--- src/rtl/cpu_run_pkg.sv ---
// Shared state encoding and status codes for the CPU run controller.
package cpu_run_pkg;

    typedef enum logic [1:0] {
        IDLE       = 2'd0,
        RESET_HOLD = 2'd1,
        RUN        = 2'd2,
        DONE       = 2'd3
    } run_state_e;

    localparam logic [1:0] ST_NONE    = 2'd0;
    localparam logic [1:0] ST_HALT    = 2'd1;
    localparam logic [1:0] ST_TIMEOUT = 2'd2;
    localparam logic [1:0] ST_STUCK   = 2'd3;

endpackage

--- src/rtl/pc_stuck_det.sv ---
// Stuck-PC detector: tracks the last valid fetch PC and counts consecutive repeats.
// stuck is combinational so the controller can act on the same edge as the final repeat.
module pc_stuck_det #(
    parameter int unsigned PC_W         = 32,
    parameter int unsigned STUCK_CYCLES = 8
) (
    input  logic            CLK,
    input  logic            RST,
    input  logic            clear,
    input  logic            enable,
    input  logic            pc_valid,
    input  logic [PC_W-1:0] pc_in,
    output logic            stuck
);

    localparam int unsigned SW = $clog2(STUCK_CYCLES + 1) + 1;
    localparam logic [SW:0] STUCK_LIM = (SW + 1)'(STUCK_CYCLES);

    logic [PC_W-1:0] last_pc_q, last_pc_d;
    logic [SW-1:0]   cnt_q, cnt_d;
    logic            same_pc;

    assign same_pc = pc_valid && (pc_in == last_pc_q);
    assign stuck   = (STUCK_CYCLES != 0) && enable && same_pc &&
                     ({1'b0, cnt_q} + 1'b1 == STUCK_LIM);

    always_comb begin
        last_pc_d = last_pc_q;
        cnt_d     = cnt_q;
        if (clear) begin
            last_pc_d = '0;
            cnt_d     = '0;
        end else if (enable && pc_valid) begin
            if (!same_pc) begin
                last_pc_d = pc_in;
                cnt_d     = '0;
            end else if (cnt_q != '1) begin
                // Saturate so a disabled detector never wraps.
                cnt_d = cnt_q + 1'b1;
            end
        end
    end

    always_ff @(posedge CLK) begin
        if (RST) begin
            last_pc_q <= '0;
            cnt_q     <= '0;
        end else begin
            last_pc_q <= last_pc_d;
            cnt_q     <= cnt_d;
        end
    end

endmodule

--- src/rtl/cpu_run_ctrl.sv ---
// Run controller: sequences CPU reset, gates the CPU, counts run cycles and
// ends the run on halt, stuck PC or timeout, holding a status code.
module cpu_run_ctrl
    import cpu_run_pkg::*;
#(
    parameter int unsigned CNT_W        = 16,
    parameter int unsigned RST_CYCLES   = 2,
    parameter int unsigned MAX_CYCLES   = 128,
    parameter int unsigned STUCK_CYCLES = 8,
    parameter int unsigned PC_W         = 32
) (
    input  logic             CLK,
    input  logic             RST,
    input  logic             start,
    input  logic             halt_req,
    input  logic             pc_valid,
    input  logic [PC_W-1:0]  pc_in,
    output logic             cpu_rst,
    output logic             cpu_en,
    output logic             running,
    output logic             done,
    output logic [1:0]       status,
    output logic [CNT_W-1:0] cycle_count
);

    if (RST_CYCLES < 1 || (MAX_CYCLES >> CNT_W) != 0) begin : g_param_check
        $error("cpu_run_ctrl: RST_CYCLES must be >= 1 and MAX_CYCLES < 2**CNT_W");
    end

    localparam logic [CNT_W:0]   MAX_LIM   = (CNT_W + 1)'(MAX_CYCLES);
    localparam logic [CNT_W-1:0] HOLD_LAST = CNT_W'(RST_CYCLES - 1);

    run_state_e       state_q, state_d;
    logic [CNT_W-1:0] hold_q, hold_d;
    logic [CNT_W-1:0] count_q, count_d, count_inc;
    logic [1:0]       status_q, status_d;
    logic             cpu_rst_q, cpu_rst_d, cpu_en_q, cpu_en_d;
    logic             running_q, running_d, done_q, done_d;
    logic             run_clear, timeout, stuck;

    pc_stuck_det #(
        .PC_W         (PC_W),
        .STUCK_CYCLES (STUCK_CYCLES)
    ) u_stuck (
        .CLK      (CLK),
        .RST      (RST),
        .clear    (run_clear),
        .enable   (state_q == RUN),
        .pc_valid (pc_valid),
        .pc_in    (pc_in),
        .stuck    (stuck)
    );

    always_comb begin
        state_d   = state_q;
        hold_d    = hold_q;
        count_d   = count_q;
        status_d  = status_q;
        run_clear = 1'b0;
        count_inc = (count_q == '1) ? count_q : count_q + 1'b1;
        timeout   = (MAX_CYCLES != 0) && ({1'b0, count_q} + 1'b1 == MAX_LIM);

        unique case (state_q)
            IDLE, DONE: begin
                if (start) begin
                    state_d   = RESET_HOLD;
                    hold_d    = '0;
                    count_d   = '0;
                    status_d  = ST_NONE;
                    run_clear = 1'b1;
                end
            end
            RESET_HOLD: begin
                hold_d = hold_q + 1'b1;
                if (hold_q == HOLD_LAST) state_d = RUN;
            end
            RUN: begin
                // Exit cycle still counts as a run cycle.
                count_d = count_inc;
                if (halt_req) begin
                    state_d  = DONE;
                    status_d = ST_HALT;
                end else if (stuck) begin
                    state_d  = DONE;
                    status_d = ST_STUCK;
                end else if (timeout) begin
                    state_d  = DONE;
                    status_d = ST_TIMEOUT;
                end
            end
            default: state_d = IDLE;
        endcase

        cpu_rst_d = (state_d == IDLE) || (state_d == RESET_HOLD);
        cpu_en_d  = (state_d == RUN);
        running_d = (state_d == RUN);
        done_d    = (state_d == DONE);
    end

    always_ff @(posedge CLK) begin
        if (RST) begin
            state_q   <= IDLE;
            hold_q    <= '0;
            count_q   <= '0;
            status_q  <= ST_NONE;
            cpu_rst_q <= 1'b1;
            cpu_en_q  <= 1'b0;
            running_q <= 1'b0;
            done_q    <= 1'b0;
        end else begin
            state_q   <= state_d;
            hold_q    <= hold_d;
            count_q   <= count_d;
            status_q  <= status_d;
            cpu_rst_q <= cpu_rst_d;
            cpu_en_q  <= cpu_en_d;
            running_q <= running_d;
            done_q    <= done_d;
        end
    end

    assign cpu_rst     = cpu_rst_q;
    assign cpu_en      = cpu_en_q;
    assign running     = running_q;
    assign done        = done_q;
    assign status      = status_q;
    assign cycle_count = count_q;

endmodule

--- config.mk ---
export PLATFORM = sky130hd
export DESIGN_NAME = cpu_run_ctrl
export DESIGN_NICKNAME = d
export VERILOG_FILES = /design/src/rtl/cpu_run_pkg.sv /design/src/rtl/pc_stuck_det.sv /design/src/rtl/cpu_run_ctrl.sv
export SDC_FILE = /design/constraint.sdc
export NUM_CORES = 1
export LEC_CHECK = 0
export CAP_MARGIN = 20
export CORE_MARGIN = 2
export CORE_UTILIZATION = 56
export DETAILED_ROUTE_END_ITERATION = 16
export PLACE_DENSITY = 0.91
export RECOVER_POWER = 25
export SLEW_MARGIN = 0
export SYNTH_ARGS = -nofsm -noshare
export SYNTH_HDL_FRONTEND = slang
export SYNTH_HIERARCHICAL = 1
export SYNTH_SLANG_ARGS = --single-unit
--- constraint.sdc ---
create_clock -name CLK -period 2.6 [get_ports CLK]
set_clock_uncertainty 0.05 [all_clocks]
set_input_delay 0.39 -clock CLK [delete_from_list [all_inputs] [get_ports CLK]]
set_output_delay 0.39 -clock CLK [all_outputs]
set_load 0.005 [all_outputs]
# After elaboration in Yosys (flattened, before gate mapping)
# Cells that the tools add are included.
# Widths: inputs -> output; s select.
# classes
reduce_logical	16
n_addsub	5
eq_ne	16
muxes	19
n_bitwise	1
# op_table
op	n
$pmux 16 s2	2
$add 16x1->16 const B	2
$eq 32x32->1	1
$mux 16	2
$mux 2	9
$add 16x1->17 const B	1
$eq 17x8->1 const B	1
$eq 16x1->1 const B	1
$eq 16x16->1 const B	1
$mux 5	2
$eq 2x2->1 const B	4
$add 5x1->6 const B	1
$eq 6x4->1 const B	1
$ne 2x2->1 const B	3
$pmux 2 s3	1
$reduce_and 2->1	3
$reduce_and 3->1	2
$add 5x1->5 const B	1
$ne 5x5->1 const B	1
$eq 2x1->1 const B	2
$logic_and 1x1->1	4
$logic_not 2->1	2
$ne 4x4->1 const B	1
$pmux 2 s2	1
other kinds (5)	8
# totals
elab_cells	66
out_inout_bits	22
regBits	76
in_bits	37

# Depth between registers and ports, before layout
# Gate-level depths: netlist of the first run.
# logic_depth
word_depth	9
depth_mapped	9

# Cells and area by module
# The synthesis of the first run kept the hierarchy.
# by_module_without_submodules
mod	instances	cells_each	area_per_inst_um2
cpu_run_ctrl	1	286	2311.0
pc_stuck_det	1	251	2107.0

# Worst setup path before layout of the first run
# No wires, ideal clock.
# synth_path
kind	reg2reg
startpoint	register state_q[0]
endpoint	register hold_q[13]
period_less_slack_ps	2163
n_path_buf	1
path_stages_with_launch	9
t_arrival_ps	2043
slack_ps	437
cell_sequence	dfxtp_1 > inv_1 > ha_1 > buf_2 > mux2i_1 > nor4_2 > nand2_1 > or3_1 > a21oi_1
# synth_between
elab_chain_len	4
# synth_lines
element	line	rtl
from (decl)	cpu_run_ctrl.sv:33	run_state_e state_q, state_d;
from (signal assigned)	cpu_run_ctrl.sv:111	state_q <= state_d;
$eq 2x2->1 or $logic_not 2->1 (tied branches)	cpu_run_ctrl.sv:63	unique case (state_q)
$reduce_or 2->1	cpu_run_ctrl.sv:63	
$ne 2x2->1 (no source line) or $reduce_bool 2->1 (tied branches)	--	
$reduce_and 2->1 (no source line)	--	
to (signal assigned)	cpu_run_ctrl.sv:112	hold_q <= hold_d;
to (decl)	cpu_run_ctrl.sv:34	logic [CNT_W-1:0] hold_q, hold_d;
# Parallel ways exist; a longest one is shown, timed or not.
# A chain may end at the register's enable or synchronous reset.

# Worst setup path after layout of the first run
# layout_path
startpoint	input pc_in[10]
endpoint	register status_q[0], in the netlist status[0]
# layout_between
elab_chain_len	7
# layout_lines
element	line	rtl
from (decl)	cpu_run_ctrl.sv:17	input logic [PC_W-1:0] pc_in,
$eq 32x32->1 *	pc_stuck_det.sv:23	assign same_pc = pc_valid && (pc_in == last_pc_q);
$logic_and 1x1->1 *	pc_stuck_det.sv:23	
$logic_and 1x1->1 * (2 in series)	pc_stuck_det.sv:24	assign stuck = (STUCK_CYCLES != 0) && enable && same_pc &&
net stuck	cpu_run_ctrl.sv:39	logic run_clear, timeout, stuck;
$mux 2	cpu_run_ctrl.sv:83	end else if (stuck) begin
$mux 2	cpu_run_ctrl.sv:80	if (halt_req) begin
$pmux 2 s2	cpu_run_ctrl.sv:63	
to (signal assigned)	cpu_run_ctrl.sv:114	status_q <= status_d;
to (decl)	cpu_run_ctrl.sv:36	logic [1:0] status_q, status_d;
# The timed path passes the listed nets; every way through them passes the cells marked *.

==> results.md, run 1 <==
| Step | Result | Value |
|---|---|---|
| clock tree | Clock tree from TritonCTS | built |
| setup path | Required time worst endpoint | 2.87 ns |
| finish | Share of cells above drive strength 1 | 0.09950 |
| detailed routing | Count of TritonRoute iterations in the first routing pass | 5 |
| clock tree | Clk sinks | 76 |
| timing | Final Critical Period | 2.443 ns |
| setup path | Max Fanout on Critical Path | 3 |
| global route | Pin count of the biggest net entering global routing | 59 |
| finish | Post-route cell area | 5404 um2 |
| yosys | Multiplexer share of the synthesized area | 0.06570 |
| yosys | Area share of the largest cell type after synthesis | 0.3444 |
| floorplanning | Std-Cell Rows | 32 |
| floorplanning | Starting density of the core | 0.5747 |
| yosys | Simple-gate share of the synthesized area | 0.2934 |
| timing | Total negative slack for setup checks | 0 ns |
| setup path | Slowest-stage cell, CP | sky130_fd_sc_hd__clkdlybuf4s50_1 |
| finish | Final #Nets | 644 |
| yosys | Post-synthesis share of cell area spent on xor and xnor gates | 0.09714 |
| timing | Rel. slew slack | 0.6487 |
| yosys | Post-Syn Nets | 583 |
| timing | Final worst path period share | 0.9397 |
| detailed routing | First DRT Iteration DRCs | 231 |
| clock tree | Clock Tree Root | sky130_fd_sc_hd__clkbuf_8 |
| finish | Area overhead of the layout relative to synthesis | 22.32% |
| floorplanning | Core region area | 7687 um2 |
| floorplanning | Top Ports | 59 |
| placed design | Final weighted congestion in routability-driven placement | 0.9042 |
| setup path | Startpoint types | input pin |
| yosys | Largest family of logic cells by synthesized area | simple AND/OR/NAND/NOR gates |
| global route | Initial antenna violation count | 0 |
| finish | Diode count | 0 |
| yosys | Largest cells by area after synthesis | sky130_fd_sc_hd__dfxtp_1 (34%), sky130_fd_sc_hd__nand2_1 (7.6%), sky130_fd_sc_hd__xnor2_1 (7.3%) |
| placed design | Post-DP Area | 5201 um2 |
| clock tree | Number of setup buffers added after CTS | 0 |
| setup path | Cell-by-cell listing of the critical path | clkdlybuf4s50_1 -> xnor2_1 -> nand4b_1 -> nor4_1 -> nand3_1 -> nor3_2 -> o21ai_0 -> o31ai_1 -> o21ba_2 |
| global route | Total overflow reported by the global router | 0 |
| detailed routing | Per-cell routed wire length | 17.01 um |
| yosys | Adder-cell share of the synthesized area | 0.02549 |
| floorplanning | Die span in x | 92.82 um |
| placed design | Port Buffer Count | 58 |
| worst hold path | Worst Hold Class | register to register |
| timing | Post-route setup slack | 0.1567 ns |
| yosys | Synth Area in Compound Gates | 0.1252 |
| detailed routing | DRC viols | 0 |
| finish | Final instance count without filler cells | 705 |
| clock tree | Depth of the CTS H-tree | 3 |
| yosys | Number of register bits inferred by synthesis | 76 |
| job | Number of max-cap violations | 0 |
| run status | Outcome | finished clean |
| timing | Worst slew pin tran | 0.5270 ns |
| detailed routing | Drt via density | 6.115 |
| setup path | Arrival time of the worst setup path | 2.71 ns |
| power and ir drop | Power per unit of standard cell area | 444.5 nW/um2 |
| global route | Via count of the first global-routing pass | 4234 |
| yosys | Post-synthesis area per instance | 8.227 um2 |
| yosys | Leading cell types by count after synthesis | sky130_fd_sc_hd__nand2_1 (89), sky130_fd_sc_hd__dfxtp_1 (76), sky130_fd_sc_hd__xnor2_1 (37), sky130_fd_sc_hd__nor2_1 (33), sky130_fd_sc_hd__mux2i_1 (29) |
| detailed routing | Final Routed Wirelength | 11.99 mm |
| yosys | Post-synth cell types | 64 |
| setup path | Longest individual stage delay on the worst path | 0.49 ns |
| global route | Global-route total usage across every layer | 0.2872 |
| yosys | Primary flip-flop cell chosen by synthesis mapping | sky130_fd_sc_hd__dfxtp_1 |
| yosys | Top-count cell post-synth | sky130_fd_sc_hd__nand2_1 |
| global route | Global-route wire length before repair | 19.70 mm |
| yosys | EDFF count, synth | 0 |
| yosys | Share of flip-flops with an asynchronous set or reset after synthesis | 0 |
| clock tree | Number of buffers inserted by hold repair at cts | 0 |
| timing | RSZ-0062 raised after global routing | false |
| timing | Achievable frequency | 409.3 MHz |
| setup path | R2R setup slack | 0.20 ns |
| clock tree | Maximum root-to-sink buffer count | 2 |
| clock tree | Clock latency on the worst-skew pair | 0.37 ns |
| placed design | Pre-CTS setup slack | -0.1112 ns |
| timing | Final Hold Viols | 0 |
| detailed routing | DRT antenna net count | 0 |
| yosys | Mapped Cells | 537 |
| clock tree | Number of buffers created by CTS | 9 |
| yosys | Portion of the post-synthesis area used by sequential elements | 0.3444 |
| clock tree | Clock-pin slew reported for the worst setup and hold paths after clock tree synthesis | 0.08 ns |
| yosys | Netlist area before placement | 4418 um2 |
| setup path | Worst Setup End Kind | register |
| floorplanning | Floorplan die height | 92.82 um |
| power and ir drop | Largest voltage drop on the vdd net | 358.7 uV |
| floorplanning | DIE AREA | 8616 um2 |
| yosys | Largest area contributor in the synthesized netlist | sky130_fd_sc_hd__dfxtp_1 |
| placed design | Number of placed instances, taps included | 689 |
| power and ir drop | Leakage power | 0.001761 uW |
| yosys | Yosys warning count | 6 |
| timing | Number of max-slew violations in the final report | 0 |
| placed design | HPWL after detailed placement | 8.460 mm |
| detailed routing | Via count | 4311 |
| timing | Setup Viol. Count Final | 0 |
| setup path | Class of the most critical setup path | input pin to register |
[cell type report]
cell class                 instances  area (um2)
inverter                          13       48.80
tap                              102       127.6
fill                             566        2283
clock buffer                      10       137.6
clock inverter                     6       71.32
multi-input combinational        415        2715
timing repair buffer              83       782.0
sequential                        76        1521
[kinds of logic (layout without fill, tap and decap cells)]
family / count (synthesis) / after routing
simple gates: 245 / 245
compound gates: 83 / 83
flops: 76 / 76
fa+ha+maj: 9 / 9
buf+inv: 46 / 112
xor+xnor: 49 / 49
mux: 29 / 29
[layer usage]
layer  vias to the layer above  global-route usage  share of wire
met5                         -                   0              0
met2                       199              0.4964           0.49
met1                      2014              0.3234           0.40
li1                       2052                   -              -
met3                        46             0.06998          0.067
met4                         0              0.1569          0.041
[power breakdown]
group          total [uW]  switching (uW)  internal [uW]
combinational         266             152            114
clock                 963             485            478
sequential           1170            5.12           1170
[per-stage QoR]
stage | hold slack [ns] | util | total power (uW)
detailed placement | 0.4100 | 0.6766 | 1460
floorplan | 0.3965 | - | 1338
CTS | 0.4233 | 0.7038 | 2410
global placement | 0.4039 | 0.6766 | 1451
global route | 0.4393 | 0.7030 | 2491
finish | 0.4219 | 0.7030 | 2402
[what timing repair did]
item / CTS / global route
resized for setup: 0 / 1
endpoints found under the setup margin: 0 / 1
hold endpoints to repair: 0 / 0
[final timing paths]
| path | startpoint | to | cells past startpoint |
|---|---|---|---|
| worst min register to register | u_stuck/last_pc_q[4]$_SDFFE_PP0P_ | u_stuck/last_pc_q[4]$_SDFFE_PP0P_ | 2 |
| worst min-delay path | u_stuck/last_pc_q[4]$_SDFFE_PP0P_ | u_stuck/last_pc_q[4]$_SDFFE_PP0P_ | 2 |
| worst max-delay path | pc_in[10] | status[0]$_SDFFE_PP0P_ | 9 |
| worst max register to register | cycle_count[9]$_SDFFE_PP0P_ | running$_SDFF_PP0_ | 6 |
[flip-flops by register name, indices dropped and copies added (netlist names)]
signal	count
cycle_count	16
cpu_rst	1
u_stuck/last_pc_q	32
status	2
hold_q	16
u_stuck/cnt_q	5
running	1
state_q	2
done	1
[placed cells by master (no fill, tap or decap), types with 3 or more instances in the layout]
master	n
sky130_fd_sc_hd__a21oi_1	24
sky130_fd_sc_hd__a311oi_1	10
sky130_fd_sc_hd__a31oi_1	7
sky130_fd_sc_hd__a32oi_1	4
sky130_fd_sc_hd__and3_1	4
sky130_fd_sc_hd__buf_4	20
sky130_fd_sc_hd__clkbuf_1	3
sky130_fd_sc_hd__clkbuf_8	10
sky130_fd_sc_hd__clkdlybuf4s50_1	44
sky130_fd_sc_hd__dfxtp_1	76
sky130_fd_sc_hd__dlygate4sd3_1	14
sky130_fd_sc_hd__ha_1	9
sky130_fd_sc_hd__inv_1	13
sky130_fd_sc_hd__mux2i_1	29
sky130_fd_sc_hd__nand2_1	89
sky130_fd_sc_hd__nand2b_1	4
sky130_fd_sc_hd__nand3_1	23
sky130_fd_sc_hd__nand3b_1	3
sky130_fd_sc_hd__nand4_1	22
sky130_fd_sc_hd__nor2_1	32
sky130_fd_sc_hd__nor2b_1	4
sky130_fd_sc_hd__nor3_1	16
sky130_fd_sc_hd__nor3b_1	3
sky130_fd_sc_hd__nor4_1	11
sky130_fd_sc_hd__nor4_2	5
sky130_fd_sc_hd__o21a_1	3
sky130_fd_sc_hd__o21ai_0	13
sky130_fd_sc_hd__o31ai_1	3
sky130_fd_sc_hd__or3_1	6
sky130_fd_sc_hd__or4_1	4
sky130_fd_sc_hd__xnor2_1	37
sky130_fd_sc_hd__xor2_1	12
[worst max-delay path, delay by kind of cell]
| kind | cells | cell delay [ns] |
|---|---|---|
| xor gates and xnor gates | 1 | 0.30 |
| and+or+nand+nor | 4 | 0.91 |
| AOI/OAI and AO/OA | 3 | 0.60 |
| buffers and inverters | 1 | 0.49 |
No activity file was read; power rests on OpenSTA's default activity.
==> inputs of run 2 (changes only) <==
--- a/config.mk
+++ b/config.mk
@@ -8,6 +8,7 @@
 export CAP_MARGIN = 20
 export CORE_MARGIN = 2
 export CORE_UTILIZATION = 56
+export CTS_CLUSTER_DIAMETER = 150
 export DETAILED_ROUTE_END_ITERATION = 16
 export PLACE_DENSITY = 0.91
 export RECOVER_POWER = 25
==> results of run 2 <==
Same layout as run 1: the final DEF is identical, and so are final timing and power.
==> inputs of run 3 (changes only) <==
--- a/config.mk
+++ b/config.mk
@@ -7,10 +7,10 @@
 export LEC_CHECK = 0
 export CAP_MARGIN = 20
 export CORE_MARGIN = 2
-export CORE_UTILIZATION = 56
+export CORE_UTILIZATION = 45
 export CTS_CLUSTER_DIAMETER = 150
 export DETAILED_ROUTE_END_ITERATION = 16
-export PLACE_DENSITY = 0.91
+export PLACE_DENSITY = 0.77
 export RECOVER_POWER = 25
 export SLEW_MARGIN = 0
 export SYNTH_ARGS = -nofsm -noshare
==> results.md, run 3 (synthesis gave the netlist of run 1 again) <==
| Step | Result | Value | Change |
|---|---|---|---|
| clock tree | Number of buffers created by CTS | 9 | unchanged |
| timing | Number of max-slew violations in the final report | 0 | unchanged |
| worst hold path | Hold Path Origin | u_stuck/last_pc_q[3]$_SDFFE_PP0P_ | was u_stuck/last_pc_q[4]$_SDFFE_PP0P_ |
| placed design | Pre-CTS setup slack | -0.1462 ns | was -0.1112 ns |
| detailed routing | DRC viols | 0 | unchanged |
| timing | Setup Viol. Count Final | 0 | unchanged |
| clock tree | Depth of the CTS H-tree | 3 | unchanged |
| clock tree | Number of setup buffers added after CTS | 0 | unchanged |
| run status | Outcome | finished clean | unchanged |
| setup path | Crit path max-delay family | simple AND/OR/NAND/NOR gates | unchanged |
| clock tree | Maximum root-to-sink buffer count | 2 | unchanged |
| detailed routing | Drt via density | 5.614 | was 6.115 |
| timing | Final Critical Period | 2.455 ns | was 2.443 ns |
| setup path | Required time worst endpoint | 2.86 ns | was 2.87 ns |
| power and ir drop | Internal power summed over all cells | 1748 uW | was 1759 uW |
| worst hold path | Worst Hold Class | register to register | unchanged |
| timing | Worst slew pin tran | 0.5594 ns | was 0.5270 ns |
| clock tree | Post-cts gate resize count | 0 | unchanged |
| global route | Initial antenna violation count | 0 | unchanged |
| power and ir drop | Leakage power | 0.001765 uW | was 0.001761 uW |
| setup path | Endpoint of the lowest-slack register-to-register path | running$_SDFF_PP0_ | unchanged |
| detailed routing | Count of TritonRoute iterations in the first routing pass | 5 | unchanged |
| clock tree | Clock-pin slew reported for the worst setup and hold paths after clock tree synthesis | 0.08 ns | about the same |
| finish | Share of cells above drive strength 1 | 0.1012 | was 0.09950 |
| detailed routing | First DRT Iteration DRCs | 203 | was 231 |
| setup path | Slowest-stage cell, CP | sky130_fd_sc_hd__clkdlybuf4s50_1 | unchanged |
| placed design | Final weighted congestion in routability-driven placement | 0.8708 | was 0.9042 |
| worst hold path | Number of cells on the worst hold path | 2 | unchanged |
| detailed routing | Via count | 4132 | was 4311 |
| floorplanning | Top Ports | 59 | unchanged |
| floorplanning | Core region area | 9639 um2 | was 7687 um2 |
| power and ir drop | Sw Pwr | 615.1 uW | was 642.9 uW |
| clock tree | Number of buffers inserted by hold repair at cts | 0 | unchanged |
| timing | Total negative slack for setup checks | 0 ns | unchanged |
| setup path | Buffers plus inverters on the worst setup path | 1 | unchanged |
| finish | Diode count | 0 | unchanged |
| timing | Rel. slew slack | 0.6270 | was 0.6487 |
| global route | Global-route wire length before repair | 18.17 mm | was 19.70 mm |
| setup path | Cell-by-cell listing of the critical path | clkdlybuf4s50_1 -> xnor2_1 -> nand4b_1 -> nor4_1 -> nand3_1 -> nor3_1 -> o21ai_0 -> o31ai_1 -> o21ba_2 | was clkdlybuf4s50_1 -> xnor2_1 -> nand4b_1 -> nor4_1 -> nand3_1 -> nor3_2 -> o21ai_0 -> o31ai_1 -> o21ba_2 |
| placed design | Port Buffer Count | 58 | unchanged |
| timing | Final Hold Viols | 0 | unchanged |
| setup path | Startpoint types | input pin | unchanged |
| global route | Total overflow reported by the global router | 0 | unchanged |
| floorplanning | Floorplan die height | 103.1 um | was 92.82 um |
| timing | Achievable frequency | 407.3 MHz | was 409.3 MHz |
| setup path | Critical register-to-register path startpoint | cycle_count[10]$_SDFFE_PP0P_ | was cycle_count[9]$_SDFFE_PP0P_ |
| timing | Post-route setup slack | 0.1450 ns | was 0.1567 ns |
| floorplanning | DIE AREA | 10630 um2 | was 8616 um2 |
| timing | Final worst path period share | 0.9442 | was 0.9397 |
| timing | RSZ-0062 raised after global routing | false | unchanged |
| job | Number of max-cap violations | 0 | unchanged |
| clock tree | Clock tree from TritonCTS | built | unchanged |
| floorplanning | Die span in x | 103.1 um | was 92.82 um |
| setup path | Max Fanout on Critical Path | 3 | unchanged |
| setup path | R2R setup slack | 0.16 ns | was 0.20 ns |
| global route | Global-route total usage across every layer | 0.2164 | was 0.2872 |
| power and ir drop | Power per unit of standard cell area | 433.6 nW/um2 | was 444.5 nW/um2 |
| power and ir drop | Switching fraction of total power | 0.2603 | was 0.2677 |
| floorplanning | Starting density of the core | 0.4583 | was 0.5747 |
| floorplanning | Std-Cell Rows | 36 | was 32 |
| placed design | HPWL after detailed placement | 8.113 mm | was 8.460 mm |
| setup path | Worst Setup End Kind | register | unchanged |
| clock tree | Clk sinks | 76 | unchanged |
| power and ir drop | Largest voltage drop on the vdd net | 203.7 uV | was 358.7 uV |
| finish | Top library cells by usage in the layout, fill and taps aside | sky130_fd_sc_hd__nand2_1 (89), sky130_fd_sc_hd__dfxtp_1 (76), sky130_fd_sc_hd__clkdlybuf4s50_1 (45) | was sky130_fd_sc_hd__nand2_1 (89), sky130_fd_sc_hd__dfxtp_1 (76), sky130_fd_sc_hd__clkdlybuf4s50_1 (44) |
| setup path | Arrival time of the worst setup path | 2.72 ns | was 2.71 ns |
| finish | Biggest register | u_stuck/last_pc_q | unchanged |
| global route | Pin count of the biggest net entering global routing | 59 | unchanged |
| power and ir drop | Share of total power in the clock network | 0.395 | was 0.401 |
| setup path | Register-to-Register Path Depth | 6 | unchanged |
| finish | Fill cells | 919 | was 566 |
| setup path | Class of the most critical setup path | input pin to register | unchanged |
| worst hold path | Worst Hold Endpoint | u_stuck/last_pc_q[3]$_SDFFE_PP0P_ | was u_stuck/last_pc_q[4]$_SDFFE_PP0P_ |
| finish | Most common cell after layout, fill and taps aside | sky130_fd_sc_hd__nand2_1 | unchanged |
| power and ir drop | Relative contribution of combinational cells to total power | 0.109 | was 0.111 |
| finish | Area overhead of the layout relative to synthesis | 23.36% | was 22.32% |
| power and ir drop | Seq pwr share | 0.496 | was 0.488 |
| finish | Number of flip-flops in the largest register | 32 | unchanged |
| finish | Final #Nets | 644 | unchanged |
| detailed routing | DRT antenna net count | 0 | unchanged |
| detailed routing | Final Routed Wirelength | 11.07 mm | was 11.99 mm |
| setup path | Longest individual stage delay on the worst path | 0.44 ns | was 0.49 ns |
| clock tree | Clock latency on the worst-skew pair | 0.36 ns | was 0.37 ns |
| global route | Via count of the first global-routing pass | 3993 | was 4234 |
| setup path | Crit. Startpoint | pc_in[13] | was pc_in[10] |
| clock tree | Clock Tree Root | sky130_fd_sc_hd__clkbuf_8 | unchanged |
| detailed routing | Per-cell routed wire length | 15.04 um | was 17.01 um |
==> run 3: layer usage <==
metal | global-route usage | wire length [um] | vias to the layer above | part of all wire
li1 | - | - | 2046 | -
met4 | 0.1002 | 231 | 0 | 0.021
met3 | 0.02915 | 521 | 21 | 0.047
met1 | 0.2664 | 4741 | 1952 | 0.43
met5 | 0 | 0 | - | 0
met2 | 0.3741 | 5573 | 113 | 0.50
==> run 3: power by group through the flow <==
stage	Sequential, uW	Combinational, uW	Clock (uW)
final	1170	258	933
after global routing	1170	281	996
after CTS	1170	257	955
after detailed placement	1200	255	0
after global placement	1200	251	0
after floorplan	1200	139	0
==> run 3: worst min-delay path, delay by kind of cell (launching register included) <==
kind,cells,cell delay [ns]
multiplexers,1,0.05
AND/OR/NAND/NOR,1,0.05
flip-flops,1,0.33
==> run 3: final cells by class <==
cell class,instances,area [um2],area share
clock buffers,10,137.6,0.02525
clock inverters,6,63.81,0.01171
inverters,13,48.80,0.008953
multi-input cells,415,2710,0.4972
flip-flops and latches,76,1521,0.2792
well taps,133,166.4,0.03053
repair buffers,83,802.0,0.1472
==> run 3: how the worst max path moves through the flow <==
| stage | to | slack (ns) | cells past startpoint |
|---|---|---|---|
| 6_report | status[0]$_SDFFE_PP0P_ | 0.14 | 9 |
| 5_1_grt | running$_SDFF_PP0_ | 0.007 | 6 |
| 4_1_cts | running$_SDFF_PP0_ | 0.21 | 9 |
| 3_5_place_dp | status[0]$_SDFFE_PP0P_ | -0.15 | 9 |
| 3_3_place_gp | status[0]$_SDFFE_PP0P_ | -0.07 | 9 |
| 2_1_floorplan | hold_q[13]$_SDFFE_PP0P_ | 0.44 | 8 |
==> run 3: through the flow <==
step	utilization	total power [uW]	hold slack, ns	std cells	instance area (um2)
after CTS	0.5658	2385	0.4245	736	5454
after floorplan	-	1338	0.3965	537	4418
after detailed placement	0.5449	1455	0.4128	720	5253
final	0.5654	2363	0.4223	736	5450
after global routing	0.5654	2451	0.4411	736	5450
after global placement	0.5449	1450	0.4034	720	5253
